--- src/rtl/prog_mod_counter.sv ---
// prog_mod_counter
//
// Runtime-programmable modulo counter used as the building block of the
// attitude-indicator pixel, line and frame timing chains. The terminal value
// can be rewritten while running. In wrap mode the counter rolls over; in
// saturate mode it holds at the bound. A registered wrap/limit pulse and
// decoded terminal flags allow several instances to be cascaded.
//
// Parameters
//   WIDTH        counter and terminal-value width in bits (>= 1)
//   DEFAULT_MAX  terminal value loaded at reset
//   SATURATE     0 = wrap at the bound, 1 = hold at the bound
//
// Ports
//   reset         in   asynchronous, active-high reset
//   clock         in   rising-edge clock
//   i_Enable      in   advance one step per cycle while high
//   i_Up          in   1 = increment, 0 = decrement
//   i_Clear       in   synchronous clear to 0 (highest priority)
//   i_Load        in   synchronous load of i_Load_Value, clamped to max
//   i_Load_Value  in   value for load
//   i_Max_Write   in   latch i_Max_Value as the new terminal value
//   i_Max_Value   in   new terminal value
//   o_Counter     out  current count (registered)
//   o_Max         out  current terminal value (registered)
//   o_Wrap        out  one-cycle wrap / limit-hit pulse (registered)
//   o_At_Max      out  o_Counter == o_Max
//   o_At_Zero     out  o_Counter == 0

module prog_mod_counter #(
    parameter int               WIDTH       = 8,
    parameter logic [WIDTH-1:0] DEFAULT_MAX = 8'd255,
    parameter bit               SATURATE    = 1'b0
) (
    input  logic             reset,
    input  logic             clock,
    input  logic             i_Enable,
    input  logic             i_Up,
    input  logic             i_Clear,
    input  logic             i_Load,
    input  logic [WIDTH-1:0] i_Load_Value,
    input  logic             i_Max_Write,
    input  logic [WIDTH-1:0] i_Max_Value,
    output logic [WIDTH-1:0] o_Counter,
    output logic [WIDTH-1:0] o_Max,
    output logic             o_Wrap,
    output logic             o_At_Max,
    output logic             o_At_Zero
);

    logic [WIDTH-1:0] count;
    logic [WIDTH-1:0] max_value;
    logic             wrap;

    logic [WIDTH-1:0] count_next;
    logic             wrap_next;
    logic [WIDTH-1:0] load_limit;

    // A load in the same cycle as a max write is clamped against the value
    // being written, so the counter never lands above the new terminal value.
    assign load_limit = i_Max_Write ? i_Max_Value : max_value;

    always_comb begin
        count_next = count;
        wrap_next  = 1'b0;

        if (i_Clear) begin
            count_next = '0;
        end else if (i_Load) begin
            count_next = (i_Load_Value > load_limit) ? load_limit : i_Load_Value;
        end else if (i_Max_Write && (count > i_Max_Value)) begin
            // New terminal value is below the current count: restart from 0
            // and skip counting this cycle.
            count_next = '0;
        end else if (i_Enable) begin
            // Counting uses the terminal value currently in effect; a max
            // write in this cycle only takes effect from the next cycle.
            if (i_Up) begin
                if (count == max_value) begin
                    wrap_next  = 1'b1;
                    count_next = SATURATE ? count : '0;
                end else begin
                    count_next = count + WIDTH'(1);
                end
            end else begin
                if (count == '0) begin
                    wrap_next  = 1'b1;
                    count_next = SATURATE ? count : max_value;
                end else begin
                    count_next = count - WIDTH'(1);
                end
            end
        end
    end

    always_ff @(posedge clock or posedge reset) begin
        if (reset) begin
            count     <= '0;
            max_value <= DEFAULT_MAX;
            wrap      <= 1'b0;
        end else begin
            count <= count_next;
            wrap  <= wrap_next;
            if (i_Max_Write) begin
                max_value <= i_Max_Value;
            end
        end
    end

    assign o_Counter = count;
    assign o_Max     = max_value;
    assign o_Wrap    = wrap;
    assign o_At_Max  = (count == max_value);
    assign o_At_Zero = (count == '0);

endmodule

--- config.mk ---
export PLATFORM = sky130hd
export DESIGN_NAME = prog_mod_counter
export DESIGN_NICKNAME = d
export VERILOG_FILES = /design/src/rtl/prog_mod_counter.sv
export SDC_FILE = /design/constraint.sdc
export NUM_CORES = 1
export LEC_CHECK = 0
export CAP_MARGIN = 40
export CORE_ASPECT_RATIO = 0.5
export CORE_MARGIN = 1.5
export CORE_UTILIZATION = 40
export CTS_CLUSTER_SIZE = 25
export DETAILED_ROUTE_END_ITERATION = 7
export PLACE_DENSITY = 0.78
export SLEW_MARGIN = 20
export SYNTH_ARGS = -nofsm -noshare
export SYNTH_HDL_FRONTEND = slang
export SYNTH_SLANG_ARGS = --single-unit
export TNS_END_PERCENT = 50
--- constraint.sdc ---
create_clock -name clock -period 6.5 [get_ports clock]
set_input_delay 1.3 -clock clock [delete_from_list [all_inputs] [get_ports clock]]
set_output_delay 1.3 -clock clock [all_outputs]
set_load 0.01 [all_outputs]
## Word-level counts from Yosys, hierarchy flattened

Cells that the tools add are included.
W data, S select, Z words.

- $add $sub $neg: 2
- Eq/ne operators: 1
- Mux-type cells: 16
- Reduce and logical (&&, ||, !) cells: 3
- Order comparisons: 2

Operator list:

| kind | count |
|---|---|
| $mux W8 | 9 |
| $gt A8 B8 Y1 | 2 |
| $add A8 B1 Y8 const B | 1 |
| $eq A8 B8 Y1 | 1 |
| $logic_not A8 Y1 | 1 |
| $sub A8 B1 Y8 const B | 1 |
| $mux W1 | 7 |
| $reduce_bool A4 Y1 | 1 |
| $logic_and A1 B1 Y1 | 1 |

- Logic and storage cells: 27
- Bits of input ports: 23
- Register bits after elaboration: 17
- Output and inout bits: 19

## Longest topological paths before layout

- Word-level depth: 7
- Gate-level depth with buffers: 10
- Gate-level depth less buffers: 9

## Worst setup path after synthesis

Ideal clock, no wire load.

- Path type: input to register
- Start: in i_Max_Write
- End: reg count[2] (netlist: o_Counter[2])
- Required time: 6396 ps
- Data arrival time: 3651 ps
- Path buffers: 1
- Stages: 10
- Setup slack: 2746 ps
- Setup time: 104 ps
- Cell sequence: clkbuf_1 mux2_2 inv_1 ha_1 a211oi_1 nor2_1 or2_1 or2_2 a221o_1 a221oi_1

- Cells in the longest elaborated chain, start to end: 5
- Elaborated cells on any way between the ends: 8
- Those cells by class: order compare (1); mux (5); reduce/logical (2)

RTL lines:

| what | RTL line | text |
|---|---|---|
| from (decl) | 42 | `input logic i_Max_Write,` |
| $mux W8 | - |  |
| net load_limit[5] | 57 | `logic [WIDTH-1:0] load_limit;` |
| $gt A8 B8 Y1 | 70 | `count_next = (i_Load_Value > load_limit) ? load_limit : i_Load_Value;` |
| $mux W8 | 70 |  |
| $mux W8 | 69 | `end else if (i_Load) begin` |
| $mux W8 | 67 | `if (i_Clear) begin` |
| to (signal assigned) | 102 | `count <= count_next;` |
| to (decl) | 51 | `logic [WIDTH-1:0] count;` |

The timed path passes the listed nets, and every way through them passes these cells.
A chain may end at the register's enable or synchronous reset.

## Final worst setup path

Ends and elaborated chain as after synthesis.

==> out/results.ini <==
[outcome]
outcome=finished, final reports clean

[power_and_ir_drop]
p_int_uw=260
p_comb_share_pct=45.8
power.leakage_uw=0.000940
clockPowerShare_pct=18.6
switchingPower_uw=161
power_frac_seq_pct=35.6
irDropWorstVdd_mv=0.0796
switching_share_pct=38.3
p_per_area_nw_per_um2=186

[worst_setup_path]
arrival_ns=4.21
crit_start=i_Max_Write
start_kind=primary input
reg2reg_from=o_Max[5]$_DFF_PP1_
crit_fanout=10
worstReg2RegEnd=o_Counter[2]$_DFFE_PP0P_
cp_data_required_time_ns=6.65
r2r_slack_ns=3.80
reg2regPathDepth=9
end_kind=register
critPathKind=in -> reg

[clock_tree]
clk_pin_slew_worst_paths_ns=0.07
cts-root-buf=clkbuf_8
clock_path_buffers=2
postCtsSetupBuffers=0
cts_made_buffers=3
cts-hold-fix-buffers=0
cts_max_level=1
clk-insertion-delay-late_ns=0.25
cts_tree=built
postCtsResizedCells=0
clock_sinks=17

[detailed_routing]
viasPerCell=5.81
drtIter0Drc=145
finalWirelength_um=5080
vias=1749
firstDrtPassIters=5
post_drt_wl_per_cell_um=16.9
antenna_left=0
remaining_drc_errors=0

[worst_hold_path]
holdPathStages=1
holdPathEnd=o_Max[6]$_DFF_PP1_
hold_class=reg -> reg
hold_start=o_Max[6]$_DFF_PP1_

[final_layout]
fillers=361
drive_gt1_share_pct=10.9
stdcell_area_sq_um=2260
num-nets-final=290
syn_to_final_growth_pct=27.7
antennaDiodeCount=0

[timing]
clock.fmax_mhz=246
fin_hold_ws_ns=0.699
fin_crit_ns=4.06
setup_slack_ns=2.44
fin_worst_skew_ns=0.00451
finalCritPeriodShare_pct=62.5
slew_headroom_pct=56.4
slew_violations=0
final_hold_viol_count=0
setup_tns_ns=0
worst_pin_slew_ns=0.652
rsz0062_at_grt=no
setup_viol=0

[placement]
post-place-ws_ns=2.18
numPortBuffers=41
post-dp-hpwl_um=3990
gp_congestion=0.949
dpl_cell_area_sq_um=2210

[die]
initial_core_util_pct=43.5
die_y_um=50.0
dieWidth_um=97.0
ioPinCount=42
fp-row-count=16
core_sq_um=4060
dieArea_sq_um=4850

[yosys]
syn-cell-area_sq_um=1770
syn_inst=211
ys_seq_area_share_pct=24.6
ys.flop_type=dfrtp_1
ys_ff_latch=17
yosysWarnings=0
synth.distinct_cells=47
synthArstFlopShare_pct=100
synth_edf_count=0
syn_nets=253
syn_area_per_cell_sq_um=8.37

[global_route]
grt_usage_pct=21.8
grt_pass1_wl_um=8250
grt_pass1_vias=1661
grt_antenna_before_repair=0
grt_overflow=0
grt_max_degree=18

[job]
maxCapViolCount=0

## worst max path at each step
stage,to,slack [ns]
global route,o_Counter[6]$_DFFE_PP0P_,2.28
detailed placement,o_Counter[2]$_DFFE_PP0P_,2.18
floorplan,o_Counter[2]$_DFFE_PP0P_,2.75
finish,o_Counter[2]$_DFFE_PP0P_,2.44
CTS,o_Counter[2]$_DFFE_PP0P_,2.43
global placement,o_Counter[2]$_DFFE_PP0P_,2.28
## worst max-delay path: stages
cell             delay (ns)
clkdlybuf4s50_1        0.72
mux2_2                 0.42
inv_1                  0.07
ha_1                   0.23
a211oi_1               0.21
nor2_1                 0.08
or2_1                  0.23
or2_2                  0.32
a221o_1                0.33
a221oi_1               0.30
## logic make-up (layout without fill, tap and decap cells)
logic type               count (synthesis)  in the layout  share of synthesized area (%)
AND/OR/NAND/NOR                         61             61                           18.2
XOR/XNOR                                10             10                           4.96
buffers and inverters                   35             71                           7.51
adder cells (fa/ha/maj)                 19             19                           13.5
multiplexers                            14             14                           8.43
AO/OA/AOI/OAI                           55             55                           22.8
flip-flops                              17             17                           24.6
## through the flow
| step | power [uW] | instances | util [%] |
|---|---|---|---|
| after floorplan | 267 | 211 | - |
| after global placement | 334 | 297 | 54.4 |
| after detailed placement | 340 | 297 | 54.4 |
| after CTS | 419 | 301 | 55.5 |
| after global routing | 450 | 301 | 55.5 |
| final | 421 | 301 | 55.5 |
## power groups by stage
| stage | Clock, uW | Combinational (uW) | Sequential, uW |
|---|---|---|---|
| 6_report | 78.4 | 192 | 150 |
| 5_1_grt | 86.2 | 211 | 152 |
| 4_1_cts | 79.8 | 191 | 149 |
| 3_5_place_dp | 0 | 189 | 151 |
| 3_3_place_gp | 0 | 184 | 150 |
| 2_1_floorplan | 0 | 126 | 141 |
## per-layer routing
metal / wire length (um) / GRT usage [%] / vias to the layer above
li1: - / - / 842
met1: 2380 / 30.5 / 817
met2: 2210 / 33.6 / 79
met3: 406 / 4.68 / 11
met4: 89 / 6.76 / 0
met5: 0 / 0 / -
## placed cells by master, fill, tap and decap left out, drive strengths merged, types with 7 or more instances in the layout
cell / netlist / routed
mux2: 7 / 7
clkdlybuf4s50: 0 / 41
nor2: 14 / 14
ha: 19 / 19
xnor2: 10 / 10
inv: 26 / 26
nand2: 15 / 15
a21oi: 7 / 7
o22ai: 8 / 8
dfstp: 8 / 8
mux2i: 7 / 7
o21ai: 10 / 10
dfrtp: 9 / 9
## area by class of cell
type | count | area, sq um | share of cell area (%)
clock buffer | 3 | 41.3 | 1.83
clock inverter | 1 | 5.00 | 0.222
inverter | 26 | 97.6 | 4.33
tap | 54 | 67.6 | 3.00
sequential | 17 | 435 | 19.3
timing repair buffer | 41 | 410 | 18.2
multi-input combinational | 159 | 1200 | 53.1
## state kept, by name, summed over array words and instances (netlist names)
| name | cells |
|---|---|
| o_Counter | 8 |
| o_Max | 8 |
| o_Wrap | 1 |
## cell usage after synthesis, drive strengths merged (2+ instances only)
master	number	share of area [%]
inv	26	5.5
ha	19	13
nand2	15	3.2
nor2	14	3.0
o21ai	10	2.8
xnor2	10	5.0
dfrtp	9	13
clkbuf	8	1.7
dfstp	8	12
o22ai	8	2.8
a21oi	7	2.0
mux2	7	4.5
mux2i	7	4.0
nand4	6	2.1
nor3	6	2.0
o211ai	6	2.8
nand3	4	1.1
nor2b	4	1.4
or2	4	1.4
a211oi	3	1.3
o221ai	3	1.8
o31a	3	1.5
or3	3	1.1
a221o	2	1.1
nor4	2	1.6
o221a	2	1.3
o31ai	2	0.85
Note: power is estimated with default switching activity, not from simulation.
